==> src/rtl/uart_rx_pkg.sv <==
// Shared definitions for the UART receive path: timer states, minimum legal
// configuration, and sample index encodings.
package uart_rx_pkg;

  typedef enum logic [1:0] {
    IDLE = 2'd0,
    RUN  = 2'd1,
    DONE = 2'd2,
    ERR  = 2'd3
  } rx_state_t;

  localparam int unsigned MIN_PRESCALE   = 4;
  localparam int unsigned MIN_FRAME_BITS = 2;

  localparam logic [1:0] SMP_EARLY = 2'd0;
  localparam logic [1:0] SMP_MID   = 2'd1;
  localparam logic [1:0] SMP_LATE  = 2'd2;

endpackage

==> src/rtl/uart_rx_sample_decode.sv <==
// Combinational decode of the edge position within a bit into the three
// mid-bit sample strobes and the last-edge flag.
module uart_rx_sample_decode
  import uart_rx_pkg::*;
#(
  parameter int PRESCALE_W = 6
) (
  input  logic [PRESCALE_W-1:0] prescale,
  input  logic [PRESCALE_W-1:0] edge_cnt,
  output logic                  sample_en,
  output logic [1:0]            sample_idx,
  output logic                  last_edge
);

  localparam int W = PRESCALE_W + 1;

  logic [W-1:0] p_ext;
  logic [W-1:0] e_ext;
  logic [W-1:0] mid;
  logic [W-1:0] last_pos;

  // One extra bit keeps P-1, M+1 and edge+1 from wrapping.
  assign p_ext    = {1'b0, prescale};
  assign e_ext    = {1'b0, edge_cnt};
  assign mid      = p_ext >> 1;
  assign last_pos = p_ext - W'(1);

  // edge+1 == M stands in for edge == M-1 so that a zero M cannot underflow.
  always_comb begin
    sample_en  = 1'b0;
    sample_idx = SMP_EARLY;
    if (e_ext + W'(1) == mid) begin
      sample_en  = 1'b1;
      sample_idx = SMP_EARLY;
    end else if (e_ext == mid) begin
      sample_en  = 1'b1;
      sample_idx = SMP_MID;
    end else if (e_ext == mid + W'(1)) begin
      sample_en  = 1'b1;
      sample_idx = SMP_LATE;
    end
  end

  assign last_edge = (e_ext == last_pos);

endmodule

==> src/rtl/uart_rx_bit_timer.sv <==
// UART receive bit timer: counts oversampling edges and bits over one frame
// and emits sample, bit-done and frame-done strobes from registered state.
module uart_rx_bit_timer
  import uart_rx_pkg::*;
#(
  parameter int PRESCALE_W = 6,
  parameter int CNT_W      = 4
) (
  input  logic                  CLK,
  input  logic                  RST,
  input  logic                  enable,
  input  logic [PRESCALE_W-1:0] prescale,
  input  logic [CNT_W-1:0]      frame_bits,
  output logic [PRESCALE_W-1:0] edge_cnt,
  output logic [CNT_W-1:0]      bit_cnt,
  output logic                  sample_en,
  output logic [1:0]            sample_idx,
  output logic                  bit_done,
  output logic                  frame_done,
  output logic                  cfg_err
);

  localparam int PW1 = PRESCALE_W + 1;
  localparam int CW1 = CNT_W + 1;
  localparam logic [PW1-1:0] MIN_P = PW1'(MIN_PRESCALE);
  localparam logic [CW1-1:0] MIN_F = CW1'(MIN_FRAME_BITS);

  rx_state_t             state_reg, state_next;
  logic [PRESCALE_W-1:0] p_reg, p_next;
  logic [CNT_W-1:0]      f_reg, f_next;
  logic [PRESCALE_W-1:0] edge_reg, edge_next;
  logic [CNT_W-1:0]      bit_reg, bit_next;

  logic       dec_sample_en;
  logic [1:0] dec_sample_idx;
  logic       dec_last_edge;
  logic       run;
  logic       last_bit;
  logic       cfg_ok;

  uart_rx_sample_decode #(
    .PRESCALE_W (PRESCALE_W)
  ) u_decode (
    .prescale   (p_reg),
    .edge_cnt   (edge_reg),
    .sample_en  (dec_sample_en),
    .sample_idx (dec_sample_idx),
    .last_edge  (dec_last_edge)
  );

  assign run      = (state_reg == RUN);
  assign last_bit = ({1'b0, bit_reg} == ({1'b0, f_reg} - CW1'(1)));
  assign cfg_ok   = ({1'b0, prescale} >= MIN_P) && ({1'b0, frame_bits} >= MIN_F);

  // Strobes depend only on registered state, never on the inputs.
  assign sample_en  = run & dec_sample_en;
  assign sample_idx = run ? dec_sample_idx : SMP_EARLY;
  assign bit_done   = run & dec_last_edge;
  assign frame_done = bit_done & last_bit;
  assign cfg_err    = (state_reg == ERR);
  assign edge_cnt   = edge_reg;
  assign bit_cnt    = bit_reg;

  always_comb begin
    state_next = state_reg;
    p_next     = p_reg;
    f_next     = f_reg;
    edge_next  = '0;
    bit_next   = '0;
    if (!enable) begin
      state_next = IDLE;
    end else begin
      case (state_reg)
        IDLE: begin
          if (cfg_ok) begin
            state_next = RUN;
            p_next     = prescale;
            f_next     = frame_bits;
          end else begin
            state_next = ERR;
          end
        end
        RUN: begin
          if (frame_done) begin
            state_next = DONE;
          end else if (bit_done) begin
            bit_next = bit_reg + CNT_W'(1);
          end else begin
            edge_next = edge_reg + PRESCALE_W'(1);
            bit_next  = bit_reg;
          end
        end
        DONE:    state_next = DONE;
        ERR:     state_next = ERR;
        default: state_next = IDLE;
      endcase
    end
  end

  always_ff @(posedge CLK or negedge RST) begin
    if (!RST) begin
      state_reg <= IDLE;
      p_reg     <= '0;
      f_reg     <= '0;
      edge_reg  <= '0;
      bit_reg   <= '0;
    end else begin
      state_reg <= state_next;
      p_reg     <= p_next;
      f_reg     <= f_next;
      edge_reg  <= edge_next;
      bit_reg   <= bit_next;
    end
  end

endmodule

==> config.mk <==
export PLATFORM = sky130hd
export DESIGN_NAME = uart_rx_bit_timer
export DESIGN_NICKNAME = d
export VERILOG_FILES = /design/src/rtl/uart_rx_pkg.sv /design/src/rtl/uart_rx_sample_decode.sv /design/src/rtl/uart_rx_bit_timer.sv
export SDC_FILE = /design/constraint.sdc
export NUM_CORES = 1
export LEC_CHECK = 0
export CAP_MARGIN = 20
export CORE_UTILIZATION = 43
export DETAILED_ROUTE_END_ITERATION = 10
export PLACE_DENSITY = 0.76
export SYNTH_ARGS = -nofsm -noshare
export SYNTH_HDL_FRONTEND = slang
export SYNTH_SLANG_ARGS = --single-unit
==> constraint.sdc <==
create_clock -name CLK -period 5.77 [get_ports CLK]
set_input_delay 0.8655 -clock CLK [delete_from_list [all_inputs] [get_ports CLK]]
set_output_delay 0.8655 -clock CLK [all_outputs]
set_load 0.01 [all_outputs]
### Word-level counts from Yosys, hierarchy flattened

Index checks and enable logic that the tools add are counted.

| operators by class | value |
|---|---|
| bitwise logic cells | 3 |
| reductions and logical operators | 3 |
| equal/unequal tests | 10 |
| $lt $le $gt $ge | 2 |
| div/mod/pow operators | 0 |
| $add $sub $neg | 6 |
| shift operators | 0 |
| multiply operators | 0 |
| muxes and demuxes | 19 |

Operators with widths:

| cell | count |
|---|---|
| $mux 6 | 4 |
| $mux 4 | 4 |
| $eq 6x7->1 | 2 |
| $mux 2 | 7 |
| $pmux 2 s4 | 1 |
| $add 6x1->7 const B | 1 |
| $eq 7x5->1 | 1 |
| $sub 6x1->7 const B | 1 |
| $add 5x1->6 const B | 1 |
| $add 6x1->6 const B | 1 |
| $eq 6x5->1 | 1 |
| $ge 6x3->1 const B | 1 |
| $eq 4x5->1 | 1 |
| $sub 4x1->5 const B | 1 |
| $add 4x1->4 const B | 1 |
| $eq 2x2->1 const B | 2 |
| $ge 4x2->1 const B | 1 |
| $ne 4x4->1 const B | 1 |
| $and 1x1->1 | 3 |
| $mux 1 | 3 |
| $ne 3x3->1 const B | 1 |
| $reduce_and 3->1 | 1 |
| $eq 2x1->1 const B | 1 |
| $logic_not 2->1 | 1 |
| $logic_and 1x1->1 | 1 |

| storage, ports and cells | value |
|---|---|
| memories | 0 |
| logic and storage cells | 48 |
| flip-flop bits (word level) | 22 |
| bits in writable memories | 0 |
| input bits | 13 |
| ROM bits | 0 |
| latch bits | 0 |

### Depth between registers and ports, before layout

Gate-level depths: netlist of the first run.

| logic depth | value |
|---|---|
| depth after elaboration | 7 |
| gate-level depth with buffers | 8 |
| depth with buffers taken out | 7 |

### By module

A second synthesis of the first run with hierarchy kept.

| second synthesis, totals | value |
|---|---|
| cells, all modules | 170 |
| area, all modules | 1605.3 um^2 |

Modules (own cells, without submodules):

| module | times used | area an instance (um^2) | cells an instance |
|---|---|---|---|
| uart_rx_bit_timer | 1 | 1112.3 | 99 |
| uart_rx_sample_decode | 1 | 493.0 | 71 |

### Least setup slack after synthesis of the first run

Ideal clock, no wire load.

| timing | value |
|---|---|
| path kind | flip-flop to output port |
| from | reg p_reg[2] |
| to | out bit_done |
| buffers on the path | 1 |
| path slack | 3.218 ns |
| arrival time | 1.687 ns |
| data required time | 4.905 ns |
| cell stages (with the launch flop) | 8 |
| cell sequence | dfrtp_1 buf_2 inv_1 ha_1 nor2b_1 xnor2_1 nand4bb_4 nor2_1 |

| between the ends | value |
|---|---|
| cells in the longest elaborated chain, start to end | 3 |

Ends and longest elaborated chain:

| item | line | source |
|---|---|---|
| start, declared | uart_rx_bit_timer.sv:29 | `logic [PRESCALE_W-1:0] p_reg, p_next;` |
| start signal, assigned | uart_rx_bit_timer.sv:109 | `p_reg <= p_next;` |
| $sub 6x1->7 | uart_rx_sample_decode.sv:26 | `assign last_pos = p_ext - W'(1);` |
| $eq 6x7->1 | uart_rx_sample_decode.sv:44 | `assign last_edge = (e_ext == last_pos);` |
| $and 1x1->1 | uart_rx_bit_timer.sv:58 | `assign bit_done = run & dec_last_edge;` |
| end, declared | uart_rx_bit_timer.sv:18 | `output logic bit_done,` |

Every way passes these cells.

### Worst setup path in the final report of the first run

Ends and elaborated chain as after synthesis.

==> reports/qor.yml, run 1 <==
timing:
  fmax_mhz: 276.3
  fin_crit_ps: 3619
  rsz0062_at_grt: "false"
  setup_tns_ps: 0
  worstMarginPinSlew_ps: 511.4
  slew_headroom_pct: 64.93
  post-route-period-util_pct: 62.71
  setup_ws_ps: 2151
  setup_violations: 0
  fin_skew_ps: 3.037
  final-hold-violation-count: 0
  drv_slew: 0
place:
  dp_slack_ps: 2480
  gp_congestion: 0.8061
  dp_hpwl_um: 2602
  place_inst: 248
  portBuffers: 28
clock_tree:
  postCtsSetupBuffers: 0
  htreeDepth: 1
  cts_tree: "built"
  cts_resized: 0
  clk_pin_slew_ps: 80
  cts_buffer_depth: 2
  cts-root-buf: "clkbuf_8"
  clk_latency_ps: 260
  numCtsBuffers: 3
  hold_buffers: 0
  numClockSinks: 22
power_and_ir_drop:
  p_leak_uw: 0.0008209
  vdd.ir_drop.worst_mv: 0.2399
  p_per_area_mw_per_mm2: 387.4
routing:
  vias_per_cell: 5.573
  wl_per_cell_um: 13.72
  first_pass_iters: 4
  route.detailed.drc: 0
  drtIter0Drc: 60
  vias: 1410
  ant_nets: 0
  drt-total-wl_um: 3472
finish:
  final_nets: 229
  fill_cells: 350
  instances_no_fill: 253
  postLayoutCoreUtil_pct: 55.33
  diodes: 0
  multi_input_area_sq_mm: 0.001042
  drive_above_1_share_pct: 6.829
  syn2layout_area_growth_pct: 21.81
  final-seq-area_sq_um: 550.5
yosys:
  synth_seq_area_share_pct: 32.86
  yosysUniqueCellTypes: 44
  syn_avg_cell_area_sq_um: 9.256
  synth-edff-count: 0
  ys_ff_latch: 22
  async_flop_share_pct: 100.0
  synth.net_count: 204
  synth_cells: 181
  yosys.area.top_type: "dfrtp_1"
  syn_area_sq_mm: 0.001675
  netlist_top_cells_area: "dfrtp_1, ha_1, xnor2_1"
  synth_top_area_share_pct: 32.86
  ys.flop_type: "dfrtp_1"
  ys_warn_count: 0
worst_setup_path:
  cp-start-kind: "flip-flop"
  worstPathRequired_ps: 4900
  critPathMaxFanout: 12
  worst-setup-path-type: "flip-flop to output pin"
  critPathCaptureType: "output pin"
  crit_arrival_ps: 2750
hold_path:
  hold_path_class: "flip-flop to flip-flop"
global_routing:
  grt_max_degree: 23
  overflow: 0
  antenna_found_initial: 0
  track_usage_pct: 17.98
  grt_pass1_wl_um: 5865
  first_global_vias: 1300
floorplanning:
  row_count: 22
  die_h_um: 64.42
  die_area_sq_mm: 0.004150
  num_io_pins: 29
  start_util_pct: 45.42
  coreArea_sq_mm: 0.003689
  die-width_um: 64.42
job:
  max_cap_violations: 0
run_status:
  outcome: "complete, no violations"
==> layer usage <==
layer	track usage [%]	part of all wire [%]	vias up
li1	-	-	699
met1	23.80	47	683
met2	31.58	50	26
met3	1.585	2.9	2
met4	4.167	0.55	0
met5	0	0	-
==> through the flow <==
stage / hold slack [ps] / power [uW] / instance area, sq um
2_1_floorplan: 519.2 / 595.1 / 1675
3_3_place_gp: 542.0 / 671.9 / 1971
3_5_place_dp: 542.8 / 679.4 / 1971
4_1_cts: 561.2 / 792.0 / 2026
5_1_grt: 580.9 / 850.6 / 2041
6_report: 558.3 / 790.6 / 2041
==> cell families (layout without fill, tap and decap cells) <==
group	after synthesis	in the layout	share of synthesized area, %
AOI/OAI and AO/OA	29	29	11.58
xor gates and xnor gates	26	26	13.59
adders and majority gates	10	10	7.468
buffers and inverters	19	43	4.929
DFF	22	22	32.86
muxes	8	8	5.228
and+or+nand+nor	67	67	24.35
==> cells in the final DEF (no fill, tap or decap), types with 3 or more instances in the layout <==
cell / netlist / routed
ha_1: 10 / 10
a311oi_1: 3 / 3
and3_1: 3 / 3
nand3_1: 11 / 11
dfrtp_1: 22 / 22
nor3b_1: 4 / 4
inv_1: 10 / 10
xor2_1: 12 / 12
nor2_1: 9 / 9
clkdlybuf4s50_1: 0 / 28
clkbuf_8: 0 / 4
o21ai_0: 10 / 10
nand2b_1: 4 / 4
mux2_2: 6 / 6
nand2_1: 9 / 9
or3_1: 3 / 3
nand4_1: 4 / 4
nor3_1: 9 / 9
xnor2_1: 14 / 14
==> worst max-delay path, stage by stage, from the launching register on <==
cell             delay, ps
dfrtp_1                570
inv_1                  110
ha_1                   210
nor2b_1                140
xnor2_1                290
nand4bb_4              180
nor2_1                 370
clkdlybuf4s50_1        620
==> Yosys cell counts, types with 3 or more instances <==
cell,instances
dfrtp_1,22
nand2_1,9
nand2b_1,4
nor3_1,9
clkbuf_1,3
xor2_1,12
and3_1,3
xnor2_1,14
inv_1,10
nand3_1,11
mux2_2,6
ha_1,10
nand4_1,4
o21ai_0,10
or3_1,3
nor2_1,9
a311oi_1,3
nor3b_1,4
==> where the power goes <==
group | internal [uW] | switching (uW)
clock network | 60.8 | 49.9
logic | 198 | 206
registers | 196 | 79.7
==> layout make-up <==
type / count / share of cell area, %
multi-input combinational: 140 / 51.07
inverter: 10 / 1.839
timing repair buffer: 29 / 14.47
clock buffer: 4 / 2.698
sequential: 22 / 26.98
tap: 48 / 2.943
==> path summary, 6_finish.rpt <==
kind                       startpoint           end  slack, ps  cells after the start
max                          p_reg[2]      bit_done       2150                      7
min                          f_reg[3]      f_reg[3]        560                      1
max reg2reg                  p_reg[2]    bit_cnt[0]       3520                      7
min reg2reg                  f_reg[3]      f_reg[3]        560                      1
max in group asynchronous         RST      p_reg[5]       4430                      2
min in group asynchronous         RST  state_reg[0]        900                      1
Power figures use the tool's default switching activity.
==> inputs of run 2 (changes only) <==
==> constraint.sdc (replaced) <==
create_clock -name CLK -period 3.53 [get_ports CLK]
set_input_delay 0.5295 -clock CLK [delete_from_list [all_inputs] [get_ports CLK]]
set_output_delay 0.5295 -clock CLK [all_outputs]
set_load 0.01 [all_outputs]
==> reports/qor.yml, run 2 (synthesized netlist as in run 1, its figures left out) <==
floorplanning:
  start_util_pct: 45.42  # unchanged
  coreArea_sq_mm: 0.003689  # unchanged
  die_area_sq_mm: 0.004150  # unchanged
  die-width_um: 64.42  # unchanged
  row_count: 22  # unchanged
  die_h_um: 64.42  # unchanged
  num_io_pins: 29  # unchanged
worst_setup_path:
  reg2reg_slack_ps: 1310  # -2210 ps
  r2r_start: "p_reg[2]"
  crit_arrival_ps: 2660  # -90 ps
  worst-setup-path-type: "flip-flop to output pin"
  cp_cell_sequence: "inv_1 > ha_1 > nor2b_1 > xnor2_1 > nand4bb_4 > nor3_1 > clkdlybuf4s50_1"
  worstReg2RegEnd: "bit_cnt[0]"
  worstPathRequired_ps: 3000  # -1900 ps
  worst_path_max_delay_cell: "clkdlybuf4s50_1"
  critPathCaptureType: "output pin"
  cp-start-kind: "flip-flop"
  cpPeakStageDelay_ps: 600  # -20 ps
  worstRegToRegCells: 7  # unchanged
  critPathMaxFanout: 12  # unchanged
power_and_ir_drop:
  combPwrFrac_pct: 52.4  # +1.3 points
  p_int_uw: 720.8  # +58%
  p_per_area_mw_per_mm2: 623.0  # +61%
  seq_power_share_pct: 35.7  # +0.8 points
  vdd.ir_drop.worst_mv: 0.3383  # +41%
  p_sw_uw: 546.7  # +63%
  switching_share_pct: 43.13  # +0.69 points
  p_clk_share_pct: 11.9  # -2.1 points
  p_leak_uw: 0.0008192  # -0.21%
routing:
  drtIter0Drc: 80  # +33%
  route.detailed.drc: 0  # unchanged
  vias: 1414  # +0.28%
  ant_nets: 0  # unchanged
  vias_per_cell: 5.589  # +0.28%
  first_pass_iters: 4  # unchanged
  drt-total-wl_um: 3479  # +0.20%
  wl_per_cell_um: 13.75  # +0.20%
global_routing:
  overflow: 0  # unchanged
  track_usage_pct: 19.04  # +1.1 points
  grtUsageMet1_pct: 24.53  # +0.72 points
  grt_busiest_layer: "met2"
  grt_pass1_wl_um: 6251  # +6.6%
  antenna_found_initial: 0  # unchanged
  first_global_vias: 1403  # +7.9%
  grt_max_degree: 23  # unchanged
  grtUsageMet2_pct: 32.37  # +0.79 points
  grtUsageMet3_pct: 2.113  # +0.53 points
timing:
  worstMarginPinSlew_ps: 578.2  # +66.79 ps
  rsz0062_at_grt: "false"
  final-hold-violation-count: 0  # unchanged
  drv_slew: 0  # unchanged
  fmax_mhz: 314.0
  post-route-period-util_pct: 90.21
  fin_skew_ps: 4.468  # +1.431 ps
  fin_crit_ps: 3185
  setup_tns_ps: 0  # unchanged
  setup_violations: 0  # unchanged
  setup_ws_ps: 345.4  # -1806 ps
  slew_headroom_pct: 61.33  # -3.6 points
finish:
  syn2layout_area_growth_pct: 21.43
  final_nets: 230  # +0.44%
  fill_cells: 349  # -0.29%
  final_cell_mix: "clkdlybuf4s50_1, dfrtp_1, xnor2_1, xor2_1, nand3_1"
  diodes: 0  # unchanged
  drive_above_1_share_pct: 6.829  # unchanged
  layout_commonest_cell: "clkdlybuf4s50_1"
clock_tree:
  cts_resized: 0  # unchanged
  htreeDepth: 1  # unchanged
  numCtsBuffers: 3  # unchanged
  cts_tree: "built"
  hold_buffers: 0  # unchanged
  cts_buffer_depth: 2  # unchanged
  clk_latency_ps: 260  # about the same
  cts-root-buf: "clkbuf_8"
  postCtsSetupBuffers: 0  # unchanged
  clk_pin_slew_ps: 70  # about the same
  numClockSinks: 22  # unchanged
place:
  gp_congestion: 0.8108  # +0.58%
  portBuffers: 28  # unchanged
  dp_slack_ps: 651.6  # -1828 ps
  dp_hpwl_um: 2609  # +0.29%
hold_path:
  holdPathEnd: "f_reg[3]"
  min_from: "f_reg[3]"
  whs_path_depth: 1  # unchanged
  hold_path_class: "flip-flop to flip-flop"
run_status:
  outcome: "complete, no violations"
job:
  max_cap_violations: 0  # unchanged
[run 2: power groups by stage]
| stage | registers [uW] | logic [uW] | clock network, uW |
|---|---|---|---|
| finish | 453 | 664 | 151 |
| global route | 467 | 750 | 170 |
| CTS | 452 | 667 | 158 |
| detailed placement | 458 | 659 | 0 |
| global placement | 454 | 645 | 0 |
| floorplan | 391 | 581 | 0 |
[run 2: layout make-up]
cell class / instances / area, sq um / area share, %
Clock buffer: 3 / 41.29 / 2.030
Inverter: 10 / 37.54 / 1.845
Multi-Input combinational cell: 140 / 1042 / 51.23
Sequential cell: 22 / 550.5 / 27.06
Tap cell: 48 / 60.06 / 2.952
Timing Repair Buffer: 30 / 302.8 / 14.88
[run 2: worst max-delay path by stage]
stage | end | cells after the start | start
4_1_cts | frame_done | 7 | p_reg[2]
5_1_grt | frame_done | 7 | p_reg[2]
2_1_floorplan | bit_done | 7 | p_reg[2]
3_3_place_gp | frame_done | 7 | p_reg[2]
3_5_place_dp | frame_done | 7 | p_reg[2]
6_report | frame_done | 7 | p_reg[2]
[run 2: stage by stage]
step	utilization, %	hold slack [ps]	total power (uW)	cell area (sq um)	std cells
6_report	55.16	557.3	1268	2034	253
5_1_grt	55.16	573.3	1387	2034	253
4_1_cts	54.75	557.7	1277	2019	252
3_5_place_dp	53.63	540.2	1117	1978	249
2_1_floorplan	-	233.9	972.6	1675	181
3_3_place_gp	53.63	540.4	1099	1978	249
[run 2: critical path: cells and delay by family, from the launching register on]
| kind | cells | cell delay (ps) |
|---|---|---|
| buffers and inverters | 2 | 710 |
| xor gates and xnor gates | 1 | 300 |
| adders and majority gates | 1 | 210 |
| DFF | 1 | 550 |
| and+or+nand+nor | 3 | 630 |
[run 2: per-layer routing]
metal,vias to the layer above,part of all wire [%]
met5,-,0
met4,0,1.9
met3,8,2.6
met2,28,49
met1,679,47
li1,699,-
==> inputs of run 3 (changes only) <==
--- a/config.mk
+++ b/config.mk
@@ -5,9 +5,10 @@
 export SDC_FILE = /design/constraint.sdc
 export NUM_CORES = 1
 export LEC_CHECK = 0
-export CAP_MARGIN = 20
+export CAP_MARGIN = 10
 export CORE_UTILIZATION = 43
 export DETAILED_ROUTE_END_ITERATION = 10
+export GPL_ROUTABILITY_DRIVEN = 0
 export PLACE_DENSITY = 0.76
 export SYNTH_ARGS = -nofsm -noshare
 export SYNTH_HDL_FRONTEND = slang
==> reports/qor.yml, run 3 (synthesized netlist as in run 1, its figures left out) <==
routing:
  drtIter0Drc: 66  # -18%
  wl_per_cell_um: 13.73  # -0.15%
  drt-total-wl_um: 3460  # -0.55%
  route.detailed.drc: 0  # unchanged
  vias: 1416  # +0.14%
  vias_per_cell: 5.619  # +0.54%
  ant_nets: 0  # unchanged
  first_pass_iters: 4  # unchanged
timing:
  drv_slew: 0  # unchanged
  post-route-period-util_pct: 90.26  # about the same
  slew_headroom_pct: 35.43  # -26 points
  final-hold-violation-count: 0  # unchanged
  fin_crit_ps: 3186  # +1.670 ps
  fmax_mhz: 313.9  # about the same
  setup_ws_ps: 343.8  # -1.670 ps
  rsz0062_at_grt: "false"
  setup_violations: 0  # unchanged
  fin_skew_ps: 7.690  # +3.222 ps
  setup_tns_ps: 0  # unchanged
  worstMarginPinSlew_ps: 965.5  # +387.3 ps
worst_setup_path:
  critPathMaxFanout: 12  # unchanged
  reg2reg_slack_ps: 1310  # about the same
  cp.buffers_inverters: 2  # unchanged
  worst_path_max_delay_cell: "clkdlybuf4s50_1"
  cp-start-kind: "flip-flop"
  crit_arrival_ps: 2660  # about the same
  critPathTopFamily: "buffers and inverters"
  startpoint: "p_reg[2]"
  cpPeakStageDelay_ps: 600  # about the same
  cp_cell_sequence: "inv_1 > ha_1 > nor2b_1 > xnor2_1 > nand4bb_4 > nor3_1 > clkdlybuf4s50_1"
  worstPathRequired_ps: 3000  # about the same
  worst-setup-path-type: "flip-flop to output pin"
  r2r_start: "p_reg[2]"
  critPathCaptureType: "output pin"
finish:
  syn2layout_area_growth_pct: 20.54
  instances_no_fill: 252  # -0.40%
  final_cell_mix: "clkdlybuf4s50_1, dfrtp_1, xnor2_1, xor2_1, nand3_1"
  diodes: 0  # unchanged
  layout_commonest_cell: "clkdlybuf4s50_1"
  final_nets: 229  # -0.43%
  drive_above_1_share_pct: 6.373  # -0.46 points
power_and_ir_drop:
  switching_share_pct: 43.24  # +0.11 points
  vdd.ir_drop.worst_mv: 0.3381  # about the same
  p_leak_uw: 0.0008118  # -0.91%
  p_per_area_mw_per_mm2: 627.5  # +0.73%
  p_sw_uw: 547.9  # +0.23%
  combPwrFrac_pct: 52.2  # -0.2 points
  p_clk_share_pct: 12.1  # +0.2 points
  seq_power_share_pct: 35.7  # about the same
  p_int_uw: 719.3  # -0.20%
floorplanning:
  coreArea_sq_mm: 0.003689  # unchanged
  row_count: 22  # unchanged
  die_h_um: 64.42  # unchanged
  num_io_pins: 29  # unchanged
  die_area_sq_mm: 0.004150  # unchanged
  die-width_um: 64.42  # unchanged
  start_util_pct: 45.42  # unchanged
global_routing:
  first_global_vias: 1403  # unchanged
  track_usage_pct: 19.04  # unchanged
  grt_max_degree: 23  # unchanged
  grt_pass1_wl_um: 6251  # unchanged
  antenna_found_initial: 0  # unchanged
  overflow: 0  # unchanged
clock_tree:
  clk_latency_ps: 260  # about the same
  postCtsSetupBuffers: 0  # unchanged
  cts-root-buf: "clkbuf_8"
  numCtsBuffers: 3  # unchanged
  cts_resized: 0  # unchanged
  numClockSinks: 22  # unchanged
  clk_pin_slew_ps: 70  # about the same
  htreeDepth: 1  # unchanged
  hold_buffers: 0  # unchanged
  cts_tree: "built"
  cts_buffer_depth: 2  # unchanged
place:
  dp_slack_ps: 651.6  # unchanged
  portBuffers: 28  # unchanged
  place_inst: 249  # unchanged
  dp_hpwl_um: 2609  # unchanged
run_status:
  outcome: "complete, no violations"
job:
  max_cap_violations: 0  # unchanged
hold_path:
  min_from: "f_reg[3]"
  hold_path_class: "flip-flop to flip-flop"
-- run 3: cell types whose count changed in the layout (fill, tap and decap cells not counted), sizes merged --
cell / delta
buf: -1
-- run 3: layout make-up --
| type | instances | area, sq um |
|---|---|---|
| Fill cell | 349 | 1669 |
| Multi-Input combinational cell | 140 | 1042 |
| Sequential cell | 22 | 550.5 |
| Timing Repair Buffer | 29 | 287.8 |
| Tap cell | 48 | 60.06 |
| Clock buffer | 3 | 41.29 |
| Inverter | 10 | 37.54 |
-- run 3: layer usage --
| metal | up-vias | GRT usage, % | part of all wire (%) |
|---|---|---|---|
| met1 | 681 | 24.53 | 47 |
| li1 | 697 | - | - |
| met4 | 0 | 7.778 | 1.9 |
| met5 | - | 0 | 0 |
| met2 | 30 | 32.37 | 48 |
| met3 | 8 | 2.113 | 2.7 |
-- run 3: power by group through the flow --
stage	sequential [uW]	combinational, uW	clock [uW]
finish	453	661	153
global placement	454	645	0
CTS	452	667	158
floorplan	391	581	0
detailed placement	458	659	0
global route	467	748	170
-- run 3: worst paths after layout --
path / to / depth (start not counted)
hold / removal: f_reg[3] / 1
hold reg to reg: f_reg[3] / 1
setup / recovery: frame_done / 7
min in group asynchronous: bit_cnt[2] / 1
max in group asynchronous: p_reg[1] / 1
setup reg to reg: bit_cnt[0] / 7
-- run 3: stage by stage --
stage	utilization (%)	power, uW	hold slack, ps	cell area [sq um]
6_report	54.75	1267	556.7	2019
5_1_grt	54.75	1385	573.3	2019
4_1_cts	54.75	1277	557.7	2019
3_5_place_dp	53.63	1117	540.2	1978
3_3_place_gp	53.63	1099	540.4	1978
2_1_floorplan	-	972.6	233.9	1675
-- run 3: worst register-to-register path: cells and delay by family (launching register included) --
kind / cells / cell delay [ps]
buf+inv: 1 / 110
compound gates: 1 / 150
xor+xnor: 1 / 300
simple gates: 3 / 830
flops: 1 / 550
fa+ha+maj: 1 / 210
